$ cat config.mk
export PLATFORM = sky130hd
export DESIGN_NAME = instr_fetch_unit
export DESIGN_NICKNAME = d
export VERILOG_FILES = /design/src/rtl/cpu_pkg.sv /design/src/rtl/ifu_fifo.sv /design/src/rtl/instr_fetch_unit.sv
export SDC_FILE = /design/constraint.sdc
export NUM_CORES = 1
export LEC_CHECK = 0
export ABC_AREA = 0
export CORE_ASPECT_RATIO = 1.2
export CORE_MARGIN = 2
export CORE_UTILIZATION = 40
export DETAILED_ROUTE_END_ITERATION = 16
export PLACE_DENSITY = 0.72
export SLEW_MARGIN = 25
export SYNTH_ARGS = -nofsm -noshare
export SYNTH_HDL_FRONTEND = slang
export SYNTH_SLANG_ARGS = --single-unit
export TNS_END_PERCENT = 1
$ cat constraint.sdc
create_clock -name clk -period 7.5 [get_ports clk]
set_clock_uncertainty 0.15 [all_clocks]
set_input_delay 0.75 -clock clk [delete_from_list [all_inputs] [get_ports clk]]
set_output_delay 0.75 -clock clk [all_outputs]
set_load 0.02 [all_outputs]
$ cat src/rtl/cpu_pkg.sv
// Shared CPU definitions: decoder opcode constants, fetch FSM state type
// and the opcode-extraction helper used by the fetch front end.
package cpu_pkg;

  localparam logic [5:0] OP_RTYPE = 6'b000000;
  localparam logic [5:0] OP_LW    = 6'b000100;
  localparam logic [5:0] OP_SW    = 6'b000101;
  localparam logic [5:0] OP_ADDI  = 6'b000111;
  localparam logic [5:0] OP_BEQ   = 6'b000110;
  localparam logic [5:0] OP_ORI   = 6'b000001;

  localparam int unsigned OPCODE_LSB = 26;

  typedef enum logic [1:0] {
    IDLE,
    REQ,
    WAIT
  } fetch_state_t;

  // Decoder opCode input is the 6-bit major opcode zero-extended to 8 bits.
  function automatic logic [7:0] opcode_of(input logic [31:0] instr);
    return {2'b00, instr[OPCODE_LSB +: 6]};
  endfunction

endpackage

$ cat src/rtl/ifu_fifo.sv
// Instruction buffer for the fetch unit: DEPTH entries of {instr, pc}.
// Flush has priority over push/pop; pointers wrap modulo DEPTH.
module ifu_fifo #(
  parameter int unsigned DEPTH  = 2,
  parameter int unsigned ADDR_W = 32
) (
  input  logic                    clk,
  input  logic                    rst,
  input  logic                    flush_i,
  input  logic                    push_i,
  input  logic                    pop_i,
  input  logic [31:0]             push_instr_i,
  input  logic [ADDR_W-1:0]       push_pc_i,
  output logic [31:0]             head_instr_o,
  output logic [ADDR_W-1:0]       head_pc_o,
  output logic [$clog2(DEPTH):0]  count_o,
  output logic                    empty_o
);

  localparam int unsigned PW = $clog2(DEPTH);
  localparam int unsigned CW = PW + 1;
  localparam logic [CW-1:0] FULL_CNT = CW'(DEPTH);

  logic [31:0]       instr_q [DEPTH];
  logic [ADDR_W-1:0] pc_q    [DEPTH];
  logic [PW-1:0]     wr_ptr_q;
  logic [PW-1:0]     rd_ptr_q;
  logic [CW-1:0]     count_q;
  logic              full;
  logic              do_push;
  logic              do_pop;

  assign full    = (count_q == FULL_CNT);
  assign empty_o = (count_q == '0);
  assign do_push = push_i & ~flush_i;
  assign do_pop  = pop_i & ~empty_o & ~flush_i;

  assign head_instr_o = instr_q[rd_ptr_q];
  assign head_pc_o    = pc_q[rd_ptr_q];
  assign count_o      = count_q;

  // Storage, pointer and occupancy update; flush empties without clearing storage.
  always_ff @(posedge clk) begin
    if (rst) begin
      wr_ptr_q <= '0;
      rd_ptr_q <= '0;
      count_q  <= '0;
      for (int unsigned i = 0; i < DEPTH; i++) begin
        instr_q[i] <= '0;
        pc_q[i]    <= '0;
      end
    end else if (flush_i) begin
      wr_ptr_q <= '0;
      rd_ptr_q <= '0;
      count_q  <= '0;
    end else begin
      if (do_push) begin
        instr_q[wr_ptr_q] <= push_instr_i;
        pc_q[wr_ptr_q]    <= push_pc_i;
        wr_ptr_q          <= wr_ptr_q + 1'b1;
      end
      if (do_pop) begin
        rd_ptr_q <= rd_ptr_q + 1'b1;
      end
      case ({do_push, do_pop})
        2'b10:   count_q <= count_q + 1'b1;
        2'b01:   count_q <= count_q - 1'b1;
        default: count_q <= count_q;
      endcase
    end
  end

  // The fetch FSM reserves a slot before requesting, so a push never meets a full buffer.
  a_no_overflow: assert property (@(posedge clk) disable iff (rst) !(push_i && full && !flush_i));

endmodule

$ cat src/rtl/instr_fetch_unit.sv
// Instruction-fetch front end: PC sequencing, single-outstanding imem
// request channel, instruction buffer and decode handshake with branch
// redirect/flush. Optional statistics counters: define FETCH_STATS_EN.
module instr_fetch_unit
  import cpu_pkg::*;
#(
  parameter int unsigned       ADDR_W   = 32,
  parameter int unsigned       DEPTH    = 2,
  parameter logic [ADDR_W-1:0] RESET_PC = '0
) (
  input  logic              clk,
  input  logic              rst,
  output logic              imem_req_valid,
  input  logic              imem_req_ready,
  output logic [ADDR_W-1:0] imem_req_addr,
  input  logic              imem_resp_valid,
  input  logic [31:0]       imem_resp_data,
  output logic              dec_valid,
  input  logic              dec_ready,
  output logic [31:0]       dec_instr,
  output logic [7:0]        dec_opCode,
  output logic [ADDR_W-1:0] dec_pc,
  input  logic              redirect_valid,
  input  logic [ADDR_W-1:0] redirect_pc
`ifdef FETCH_STATS_EN
  ,
  output logic [31:0]       stat_fetched,
  output logic [31:0]       stat_dropped
`endif
);

  localparam int unsigned CW = $clog2(DEPTH) + 1;
  localparam logic [CW-1:0] DEPTH_C = CW'(DEPTH);

  fetch_state_t      state_q;
  logic              req_valid_q;
  logic [ADDR_W-1:0] fetch_pc_q;
  logic [ADDR_W-1:0] req_pc_q;
  logic              epoch_q;
  logic              req_epoch_q;
  logic              wait_valid_q;

  logic [CW-1:0]     fifo_count;
  logic              fifo_empty;
  logic [31:0]       head_instr;
  logic [ADDR_W-1:0] head_pc;

  logic              req_hs;
  logic              resp_ok;
  logic              push;
  logic              pop;
  logic              resp_drop;

  assign req_hs  = (state_q == REQ) & req_valid_q & imem_req_ready;
  assign resp_ok = imem_resp_valid & (state_q == WAIT) & wait_valid_q &
                   (req_epoch_q == epoch_q);
  assign push      = resp_ok & ~redirect_valid;
  assign resp_drop = imem_resp_valid & ~push;
  assign pop       = ~fifo_empty & dec_ready;

  ifu_fifo #(
    .DEPTH  (DEPTH),
    .ADDR_W (ADDR_W)
  ) u_fifo (
    .clk          (clk),
    .rst          (rst),
    .flush_i      (redirect_valid),
    .push_i       (push),
    .pop_i        (pop),
    .push_instr_i (imem_resp_data),
    .push_pc_i    (req_pc_q),
    .head_instr_o (head_instr),
    .head_pc_o    (head_pc),
    .count_o      (fifo_count),
    .empty_o      (fifo_empty)
  );

  assign imem_req_valid = req_valid_q;
  assign imem_req_addr  = fetch_pc_q;
  assign dec_valid      = ~fifo_empty;
  assign dec_instr      = head_instr;
  assign dec_opCode     = opcode_of(head_instr);
  assign dec_pc         = head_pc;

  // Fetch FSM: reserve a buffer slot, issue one request, await its response.
  // A redirect retargets fetch_pc and bumps the epoch; a request in flight stays
  // in WAIT and its response is discarded by the epoch mismatch.
  always_ff @(posedge clk) begin
    if (rst) begin
      state_q      <= IDLE;
      req_valid_q  <= 1'b0;
      fetch_pc_q   <= RESET_PC;
      req_pc_q     <= '0;
      epoch_q      <= 1'b0;
      req_epoch_q  <= 1'b0;
      wait_valid_q <= 1'b0;
    end else begin
      if (redirect_valid) begin
        fetch_pc_q <= redirect_pc & ~ADDR_W'(3);
        epoch_q    <= ~epoch_q;
      end
      case (state_q)
        IDLE: begin
          // After a redirect the buffer is flushed, so a slot is always free.
          if (redirect_valid || (fifo_count < DEPTH_C)) begin
            state_q     <= REQ;
            req_valid_q <= 1'b1;
          end
        end
        REQ: begin
          if (req_hs && !redirect_valid) begin
            req_epoch_q  <= epoch_q;
            req_pc_q     <= fetch_pc_q;
            fetch_pc_q   <= fetch_pc_q + ADDR_W'(4);
            wait_valid_q <= 1'b1;
            req_valid_q  <= 1'b0;
            state_q      <= WAIT;
          end
        end
        WAIT: begin
          if (imem_resp_valid) begin
            wait_valid_q <= 1'b0;
            state_q      <= IDLE;
          end
        end
        default: begin
          req_valid_q <= 1'b0;
          state_q     <= IDLE;
        end
      endcase
    end
  end

`ifdef FETCH_STATS_EN
  logic [31:0] fetched_q;
  logic [31:0] dropped_q;
  logic [32:0] drop_sum;

  assign drop_sum = {1'b0, dropped_q} + 33'(resp_drop) +
                    (redirect_valid ? 33'(fifo_count) : 33'd0);

  // Saturating counters of pushed responses and discarded work.
  always_ff @(posedge clk) begin
    if (rst) begin
      fetched_q <= '0;
      dropped_q <= '0;
    end else begin
      if (push && (fetched_q != '1)) begin
        fetched_q <= fetched_q + 32'd1;
      end
      dropped_q <= drop_sum[32] ? '1 : drop_sum[31:0];
    end
  end

  assign stat_fetched = fetched_q;
  assign stat_dropped = dropped_q;
`endif

endmodule

==> results.toml <==
[drt]
drt_pass1_iterations = 5
drt-total-wl_mm = 21.4
route.antenna.remaining_nets = 0
wl_per_cell_um = 17.5
route.detailed.drc = 0
viasPerCell = 5.16
initialDrtViolationCount = 336
via_count = 6306

[timing]
finalSetupTns_ps = 0
worstMarginPinSlew_ps = 952
maxClockFrequency_ghz = 0.284
final.period_utilization = 0.470
final_ws_setup_ps = 3980
final_max_slew_viol_count = 0
finalHoldViolCount = 0
fin_crit_ps = 3520
worst_slew_margin_rel = 0.365
setup_viol = 0
setup_repair_after_global_routing_missed_its_margin = "no"

[flow_run]
cap_violations = 0

[floorplanning]
die-area_mm2 = 0.0237
chipHeight_um = 168
core_mm2 = 0.0222
floorplan.initialDensity = 0.405
dieWidth_um = 141
core.rowCount = 60
ioPinCount = 176

[global_routing]
grt_first_pass_wirelength_mm = 33.3
track_usage = 0.177
antenna_found_initial = 0
grt_pass1_vias = 6142
grt_overflow = 0
pin_count_of_the_biggest_net_entering_global_routing = 65

[worst_setup_path]
cp-start-kind = "primary input"
arrival_ps = 3720
path_class = "in -> reg"
crit_fanout = 41
critical_path.top_delay_family = "simple AND/OR/NAND/NOR gates"
worstPathCellList = "clkdlybuf4s50_1 > buf_4 > or4b_1 > nor3_4 > buf_4 > and2_1"
ff2ff_setup_slack_ps = 4350
reg2regPathDepth = 5
crit_path_max_incr_delay_ps = 800
worst_r2r_endpoint = "u_fifo.instr_q[1][23]"
timing.critical_path.mode_cell = "sky130_fd_sc_hd__buf_4"
critical-path-slowest-cell = "sky130_fd_sc_hd__or4b_1"
timing.critical_path.required_ps = 7700
setup.worst_path.end_class = "flop"
path_buf_inv = 3
regToRegStartpoint = "state_q[0]"

[synthesis]
synth_ff_type = "sky130_fd_sc_hd__edfxtp_1"
syn-mean-instance-area_um2 = 11.4
yosys_warnings = 0
synth-seq-area-share = 0.595
synth_enable_flop_cells = 128
ys_seq_elements = 203
synth_cells = 787
synthDominantAreaCellType = "sky130_fd_sc_hd__edfxtp_1"
postSynth.asyncResetShare = 0
netlist_top_cells_area = "sky130_fd_sc_hd__edfxtp_1 43%, sky130_fd_sc_hd__dfxtp_1 17%, sky130_fd_sc_hd__and2_1 9.3%"
synth_top_area_share = 0.428
syn_area_mm2 = 0.00899
synth.lib_cells_used.distinct = 52

[cts]
tritoncts = "yes"
cts_root_buf = "sky130_fd_sc_hd__clkbuf_16"
clock_sinks = 203
ctsLongestPathBuffers = 3
cts.clk_slew.worst_paths_ps = 60
worst_skew_pair.late_latency_ps = 480
post-cts-setup-buffer-count = 0
cts_buf_count = 21
post_cts_hold_buffer_count = 0
cts_repair_resize_count = 0
cts_max_level = 1

[placed_design]
detailedPlacementHpwl_mm = 13.5
place_worst_setup_slack_ps = 3400
buffer_ports.inserted = 171
gp_routability_congestion = 0.810

[min_path]
timing.hold.worst_path_depth = 2
hold_path_end = "wait_valid_q"
worstHoldStart = "wait_valid_q"
min-delay-path-class = "reg -> reg"

[power]
vdd_drop_max_uv = 126
power.density_cell_area_mw_per_mm2 = 214
static_leakage_nw = 4.07

[layout]
area_growth_pct = 28.6
final_net_count = 1002
fraction_of_final_layout_cells_with_drive_strength_greater_than_1 = 0.125
antenna_cells = 0

[run_status]
status = "complete, no violations"
==> sequential cells by signal (all words and copies together) (netlist names), named ones only <==
name             count
req_epoch_q          1
wait_valid_q         1
imem_req_valid       1
u_fifo.pc_q         64
imem_req_addr       32
u_fifo.rd_ptr_q      1
state_q              2
req_pc_q            32
u_fifo.instr_q      64
u_fifo.count_o       2
epoch_q              1
u_fifo.wr_ptr_q      1
==> cells in the mapped netlist, types with 4 or more instances <==
| cell type | instances |
|---|---|
| sky130_fd_sc_hd__nor2_1 | 38 |
| sky130_fd_sc_hd__buf_4 | 8 |
| sky130_fd_sc_hd__mux2_2 | 65 |
| sky130_fd_sc_hd__o31ai_1 | 6 |
| sky130_fd_sc_hd__a21oi_1 | 40 |
| sky130_fd_sc_hd__nand4_1 | 14 |
| sky130_fd_sc_hd__nand3_1 | 10 |
| sky130_fd_sc_hd__o21ai_0 | 4 |
| sky130_fd_sc_hd__xor2_1 | 10 |
| sky130_fd_sc_hd__and4_1 | 4 |
| sky130_fd_sc_hd__nand2_1 | 96 |
| sky130_fd_sc_hd__a311oi_1 | 12 |
| sky130_fd_sc_hd__a211oi_1 | 8 |
| sky130_fd_sc_hd__dfxtp_1 | 75 |
| sky130_fd_sc_hd__xnor2_1 | 5 |
| sky130_fd_sc_hd__nor3_1 | 7 |
| sky130_fd_sc_hd__nor4_1 | 8 |
| sky130_fd_sc_hd__and2_1 | 133 |
| sky130_fd_sc_hd__clkbuf_1 | 49 |
| sky130_fd_sc_hd__or3_1 | 4 |
| sky130_fd_sc_hd__edfxtp_1 | 128 |
| sky130_fd_sc_hd__or4_1 | 7 |
| sky130_fd_sc_hd__and3_1 | 6 |
| sky130_fd_sc_hd__inv_1 | 6 |
==> cell type report <==
class / count / area, um^2
multi-input combinational: 517 / 3380
inverter: 7 / 26.3
sequential: 203 / 5350
clock inverter: 9 / 97.6
fill: 1973 / 10700
timing repair buffer: 180 / 1770
tap: 279 / 349
clock buffer: 28 / 582
==> power by group <==
group / internal, W / total [W] / leakage, nW / switching (W)
combinational: 0.0000985 / 0.000200 / 1.79 / 0.000101
clock: 0.000613 / 0.00103 / 0.339 / 0.000414
sequential: 0.00122 / 0.00125 / 1.93 / 0.0000307
==> layout by cell type (no fill, tap or decap), types with 9 or more instances in the layout <==
cell type | synthesis | routed
sky130_fd_sc_hd__clkdlybuf4s50_1 | 0 | 170
sky130_fd_sc_hd__xor2_1 | 10 | 10
sky130_fd_sc_hd__dfxtp_1 | 75 | 74
sky130_fd_sc_hd__edfxtp_1 | 128 | 128
sky130_fd_sc_hd__buf_4 | 8 | 9
sky130_fd_sc_hd__nand4_1 | 14 | 14
sky130_fd_sc_hd__a21oi_1 | 40 | 40
sky130_fd_sc_hd__nor2_1 | 38 | 37
sky130_fd_sc_hd__mux2_2 | 65 | 65
sky130_fd_sc_hd__a311oi_1 | 12 | 12
sky130_fd_sc_hd__and2_1 | 133 | 133
sky130_fd_sc_hd__nand3_1 | 10 | 10
sky130_fd_sc_hd__clkbuf_16 | 0 | 21
sky130_fd_sc_hd__nand2_1 | 96 | 96
==> how the worst max path moves through the flow <==
stage / from / to / slack [ps] / cells after the start
CTS: redirect_valid / u_fifo.instr_q[1][23] / 3890 / 6
global route: redirect_valid / u_fifo.instr_q[1][5] / 3790 / 6
finish: redirect_valid / u_fifo.instr_q[1][23] / 3980 / 6
detailed placement: redirect_valid / u_fifo.instr_q[1][23] / 3400 / 6
floorplan: imem_resp_valid / u_fifo.instr_q[0][0] / 2360 / 4
global placement: redirect_valid / u_fifo.instr_q[1][31] / 3460 / 6
==> worst reg2reg max path, cell delays in order, from the launching register on <==
cell,delay [ps]
sky130_fd_sc_hd__dfxtp_1,370
sky130_fd_sc_hd__nand3b_1,210
sky130_fd_sc_hd__or4b_1,770
sky130_fd_sc_hd__nor3_4,790
sky130_fd_sc_hd__buf_4,520
sky130_fd_sc_hd__and2_1,210
==> stage by stage <==
stage	util	hold slack [ps]	power (W)	std cells	instance area, um^2
after floorplan	-	281	0.00137	788	8990
after detailed placement	0.490	295	0.00148	1186	10900
after global routing	0.520	337	0.00257	1223	11600
after CTS	0.520	304	0.00250	1223	11600
final	0.520	304	0.00248	1223	11600
after global placement	0.490	290	0.00147	1186	10900
==> logic make-up after synthesis <==
kind of cell    share of synthesized area
compound gates                     0.0647
xor+xnor                           0.0146
fa+ha+maj                         0.00390
buf+inv                            0.0321
flops                               0.595
mux                                0.0825
other cells                      0.000417
simple gates                        0.207
==> per-layer routing <==
metal / part of all wire / GRT usage
met1: 0.42 / 0.224
met2: 0.50 / 0.311
met3: 0.055 / 0.0296
met4: 0.021 / 0.0504
met5: 0 / 0
No activity file was read; power rests on OpenSTA's default activity.
==> RTL edit 1: new RTL, same settings <==
Build with the macro `FETCH_STATS_EN` defined.
--- a/src/rtl/instr_fetch_unit.sv
+++ b/src/rtl/instr_fetch_unit.sv
@@ -1,6 +1,8 @@
 // Instruction-fetch front end: PC sequencing, single-outstanding imem
 // request channel, instruction buffer and decode handshake with branch
 // redirect/flush. Optional statistics counters: define FETCH_STATS_EN.
+`define FETCH_STATS_EN
+
 module instr_fetch_unit
   import cpu_pkg::*;
 #(
Behaviour (old outputs only; new: stat_dropped and stat_fetched): unchanged (Yosys induction, for registers that start in step).
==> RTL edit 1 against the original RTL <==
  * Global-route usage is 1.1 points higher
  * Register-to-register slack lost 1.2 ns
  * First-iteration DRC count increased by 59%
  * Sequential cell count grew 64
  * Non-clock buffer count is 69 higher
  * Setup slack got worse by 1.1 ns
  * Routed wire length is 40% higher
  * Cell area up 35%
  * Total power increased by 29%
  * Synthesized area increased by 33%
  * Largest cell class unchanged
==> RTL edit 1: results <==
{
  "grt_pass1_vias": 9095,
  "ys_seq_area_share_pct": 55.3,
  "wirelength_microns": 30100,
  "drt-vias-per-instance": 5.17,
  "non_clock_buffer_count": 249,
  "reg2regPathDepth": 12,
  "synthDistinctLibCells": 57,
  "gp_congestion": 0.838,
  "multi_input_gates": 778,
  "arrival_ns": 4.98,
  "place_area_sq_um": 14700,
  "grt_max_degree": 75,
  "clock_cell_area_share_pct": 5.98,
  "slowest_stage": "nand3_2",
  "path_clk_slew_ns": 0.06,
  "met2_usage_pct": 32.5,
  "cts_buffers": 28,
  "dieArea_sq_um": 31400,
  "fillCellCount": 2633,
  "dp_cells": 1697,
  "portBuffers": 235,
  "drive_above_1_share_pct": 11.5,
  "outcome": "complete, no violations",
  "synthTopCellsByCount": "dfxtp_1, and2_1, edfxtp_1",
  "synthTopCellsByArea": "edfxtp_1, dfxtp_1, and2_1",
  "seq_area_share_pct": 42.4,
  "nClkBuffers": 36,
  "antenna_found_initial": 9,
  "synth.avg_cell_area_sq_um": 10.6,
  "grtUsageMet3_pct": 5.54,
  "firstDrtPassIters": 5,
  "grt_use_met1_pct": 22.4,
  "async_reset_ff_share_pct": 0,
  "cts_resized": 0,
  "cpPeakStageDelay_ns": 0.57,
  "finalNetCount": 1414,
  "post-dp-hpwl_microns": 19400,
  "multi_input_area_share_pct": 32.3,
  "num_antenna_cells": 6,
  "fin_cells": 1756,
  "clock-sinks": 267,
  "inverters": 14,
  "leakage_nw": 5.43,
  "multi_input_area_sq_um": 5040,
  "grt_pass1_wl_microns": 47600,
  "clk_latency_ns": 0.54,
  "drt_iter0_markers": 534,
  "final-nonclk-buf-share_pct": 15.8,
  "grt_usage_pct": 18.7,
  "ir_drop_uv": 144,
  "worst-path-max-fanout": 29,
  "synthFlopType": "dfxtp_1"
}
RTL edit 1: kinds of logic (layout without fill, tap and decap cells):
| group | count (synthesis) | count (layout) | synth area share [%] |
|---|---|---|---|
| muxes | 75 | 75 | 7.02 |
| AOI/OAI and AO/OA | 162 | 162 | 7.82 |
| xor gates and xnor gates | 59 | 59 | 4.31 |
| buffers and inverters | 82 | 315 | 3.03 |
| adders and majority gates | 7 | 7 | 0.835 |
| DFF | 267 | 267 | 55.3 |
| and+or+nand+nor | 473 | 473 | 21.7 |
| other | 1 | 8 | 0.0313 |
RTL edit 1: final timing paths:
kind / slack, ns / to / start
worst max-delay path: 2.83 / stat_dropped[29]$_SDFF_PP0_ / redirect_valid
worst min-delay path: 0.31 / req_pc_q[14]$_SDFFE_PP0P_ / req_pc_q[14]$_SDFFE_PP0P_
worst max register to register: 3.18 / stat_dropped[29]$_SDFF_PP0_ / epoch_q$_SDFFE_PP0P_
worst min register to register: 0.31 / req_pc_q[14]$_SDFFE_PP0P_ / req_pc_q[14]$_SDFFE_PP0P_
RTL edit 1: per-layer routing:
metal  vias to the layer above  wire [microns]  part of all wire (%)
met1                      4316           12000                    40
li1                       4422               -                     -
met5                         -              40                  0.13
met2                       289           14800                    49
met3                        53            2520                   8.4
met4                         6             727                   2.4
RTL edit 1: power breakdown:
| part | switching [mW] | leakage, nW | internal, mW |
|---|---|---|---|
| logic | 0.111 | 2.51 | 0.101 |
| registers | 0.0268 | 2.45 | 1.56 |
| clock network | 0.573 | 0.466 | 0.815 |
| total | 0.711 | 5.43 | 2.48 |
RTL edit 1: through the flow:
step | hold slack, ns | worst slack [ns]
after global placement | 0.295 | 1.94
after detailed placement | 0.303 | 2.26
after floorplan | 0.287 | 0.792
after CTS | 0.312 | 2.83
after global routing | 0.332 | 2.56
final | 0.309 | 2.83
==> RTL edit 2: new RTL, same settings <==
Without the edit above. Encoding of `fetch_state_t`: now one-hot (3 bits for 3 states).
--- a/src/rtl/cpu_pkg.sv
+++ b/src/rtl/cpu_pkg.sv
@@ -11,10 +11,10 @@
 
   localparam int unsigned OPCODE_LSB = 26;
 
-  typedef enum logic [1:0] {
-    IDLE,
-    REQ,
-    WAIT
+  typedef enum logic [2:0] {
+    IDLE = 3'b001,
+    REQ  = 3'b010,
+    WAIT = 3'b100
   } fetch_state_t;
 
   // Decoder opCode input is the 6-bit major opcode zero-extended to 8 bits.
Formal check against the unedited RTL: same outputs for any inputs over 4 cycles, from zero or initial values and one cycle with rst high; so few cycles prove little.
==> RTL edit 2 against the original RTL <==
  * Setup slack better by 0.14 ns
  * Sequential share of layout area about the same
  * Cell area is 0.40% higher
  * Largest power group unchanged
  * Sequential cell count is 1 higher
  * Total power is essentially flat
  * Non-clock buffer count did not move
  * Highest routed layer unchanged
  * Critical path depth down 4
  * Critical path type is now reg2out
  * Cell count rose by 0.16%
  * Synthesized area rose by 0.14%
  * Critical endpoint is now dec_pc[7]
  * Routed wire length is 3.3% lower
==> RTL edit 2: results <==
{
  "biggestRegsByFlops": "u_fifo.instr_q: 64 flops, u_fifo.pc_q: 64 flops",
  "crit_type": "reg2out",
  "drt-vias-per-instance": 5.14,
  "reg2reg_to": "u_fifo.pc_q[0][8]$_SDFFCE_PN0P_",
  "cts_resized": 0,
  "hold_class": "reg2reg",
  "grt_usage_pct": 17.0,
  "finalNetCount": 1003,
  "portBuffers": 171,
  "firstDrtPassIters": 7,
  "num_antenna_cells": 0,
  "synthDistinctLibCells": 52,
  "post-dp-hpwl_microns": 12800,
  "cts_buffers": 21,
  "ys_seq_area_share_pct": 59.6,
  "reg2reg_from": "state_q[1]$_SDFFE_PP0P_",
  "async_reset_ff_share_pct": 0,
  "cts_root_buffer": "clkbuf_16",
  "drive_above_1_share_pct": 12.8,
  "outcome": "complete, no violations",
  "arrival_ns": 2.48,
  "synthFlopType": "edfxtp_1",
  "place_area_sq_um": 10900,
  "drt_iter0_markers": 397,
  "worst_pin_slew_ns": 0.957,
  "worst-path-max-fanout": 64,
  "reg2regPathDepth": 5,
  "timing.setup.tns_ns": 0,
  "grt_pass1_vias": 6226,
  "synth_edf_count": 128,
  "crit_end": "dec_pc[7]",
  "synthTopCellsByArea": "edfxtp_1, dfxtp_1, and2_1",
  "wirelength_microns": 20700,
  "antenna_found_initial": 0,
  "gp_congestion": 0.802,
  "leakage_nw": 4.08,
  "synthTopCellsByCount": "and2_1, edfxtp_1, nand2_1",
  "ff2ff_setup_slack_ns": 4.76,
  "clockBufferDepth": 3,
  "grt_max_degree": 80,
  "ir_drop_uv": 133,
  "clk_latency_ns": 0.50,
  "grt_pass1_wl_microns": 32600,
  "cts_setup_buffers": 0
}
-- RTL edit 2: metal layers --
| layer | track usage [%] | vias to the layer above | part of all wire [%] |
|---|---|---|---|
| met4 | 4.87 | 0 | 2.0 |
| li1 | - | 3070 | - |
| met1 | 22.0 | 2995 | 43 |
| met2 | 29.4 | 203 | 49 |
| met3 | 2.79 | 28 | 6.0 |
| met5 | 0 | - | 0 |
-- RTL edit 2: worst max-delay path, cell delays in order (launching register included) --
cell,delay (ns)
dfxtp_4,0.91
mux2_2,0.42
clkdlybuf4s50_1,0.58
-- RTL edit 2: kinds of logic after synthesis --
family / share of synthesized area (%)
xor+xnor: 1.95
mux: 8.24
compound gates: 6.62
flops: 59.6
fa+ha+maj: 0.278
other cells: 0.0417
simple gates: 20.2
buf+inv: 3.13
-- RTL edit 2: cell type report --
class | count | area, sq um
Fill cell | 1980 | 10700
Sequential cell | 204 | 5370
Multi-Input combinational cell | 513 | 3400
Timing Repair Buffer | 180 | 1770
Clock buffer | 32 | 637
Tap cell | 279 | 349
Clock inverter | 6 | 41.3
Inverter | 11 | 41.3
-- RTL edit 2: where the power goes --
group          leakage, nW  internal (mW)  total [mW]  switching (mW)
registers             1.94           1.23        1.26          0.0327
logic                 1.81          0.103       0.203          0.0998
clock network        0.337          0.589        1.01           0.426
-- RTL edit 2: worst min-delay path by stage --
stage | from | end | slack [ns] | cells past startpoint
6_report | wait_valid_q$_SDFFE_PP0P_ | wait_valid_q$_SDFFE_PP0P_ | 0.31 | 2
3_3_place_gp | wait_valid_q$_SDFFE_PP0P_ | wait_valid_q$_SDFFE_PP0P_ | 0.30 | 2
5_1_grt | req_pc_q[29]$_SDFFE_PP0P_ | req_pc_q[29]$_SDFFE_PP0P_ | 0.33 | 2
3_5_place_dp | req_pc_q[12]$_SDFFE_PP0P_ | req_pc_q[12]$_SDFFE_PP0P_ | 0.30 | 2
4_1_cts | req_pc_q[12]$_SDFFE_PP0P_ | req_pc_q[12]$_SDFFE_PP0P_ | 0.31 | 2
2_1_floorplan | wait_valid_q$_SDFFE_PP0P_ | wait_valid_q$_SDFFE_PP0P_ | 0.29 | 2
-- RTL edit 2: metrics by stage --
step	instances	setup WS (ns)	util (%)	total power [mW]
5_1_grt	1225	3.99	52.1	2.57
6_report	1225	4.12	52.1	2.48
2_1_floorplan	782	2.63	-	1.38
4_1_cts	1225	4.04	52.1	2.51
3_5_place_dp	1187	4.00	49.0	1.49
3_3_place_gp	1187	4.03	49.0	1.48
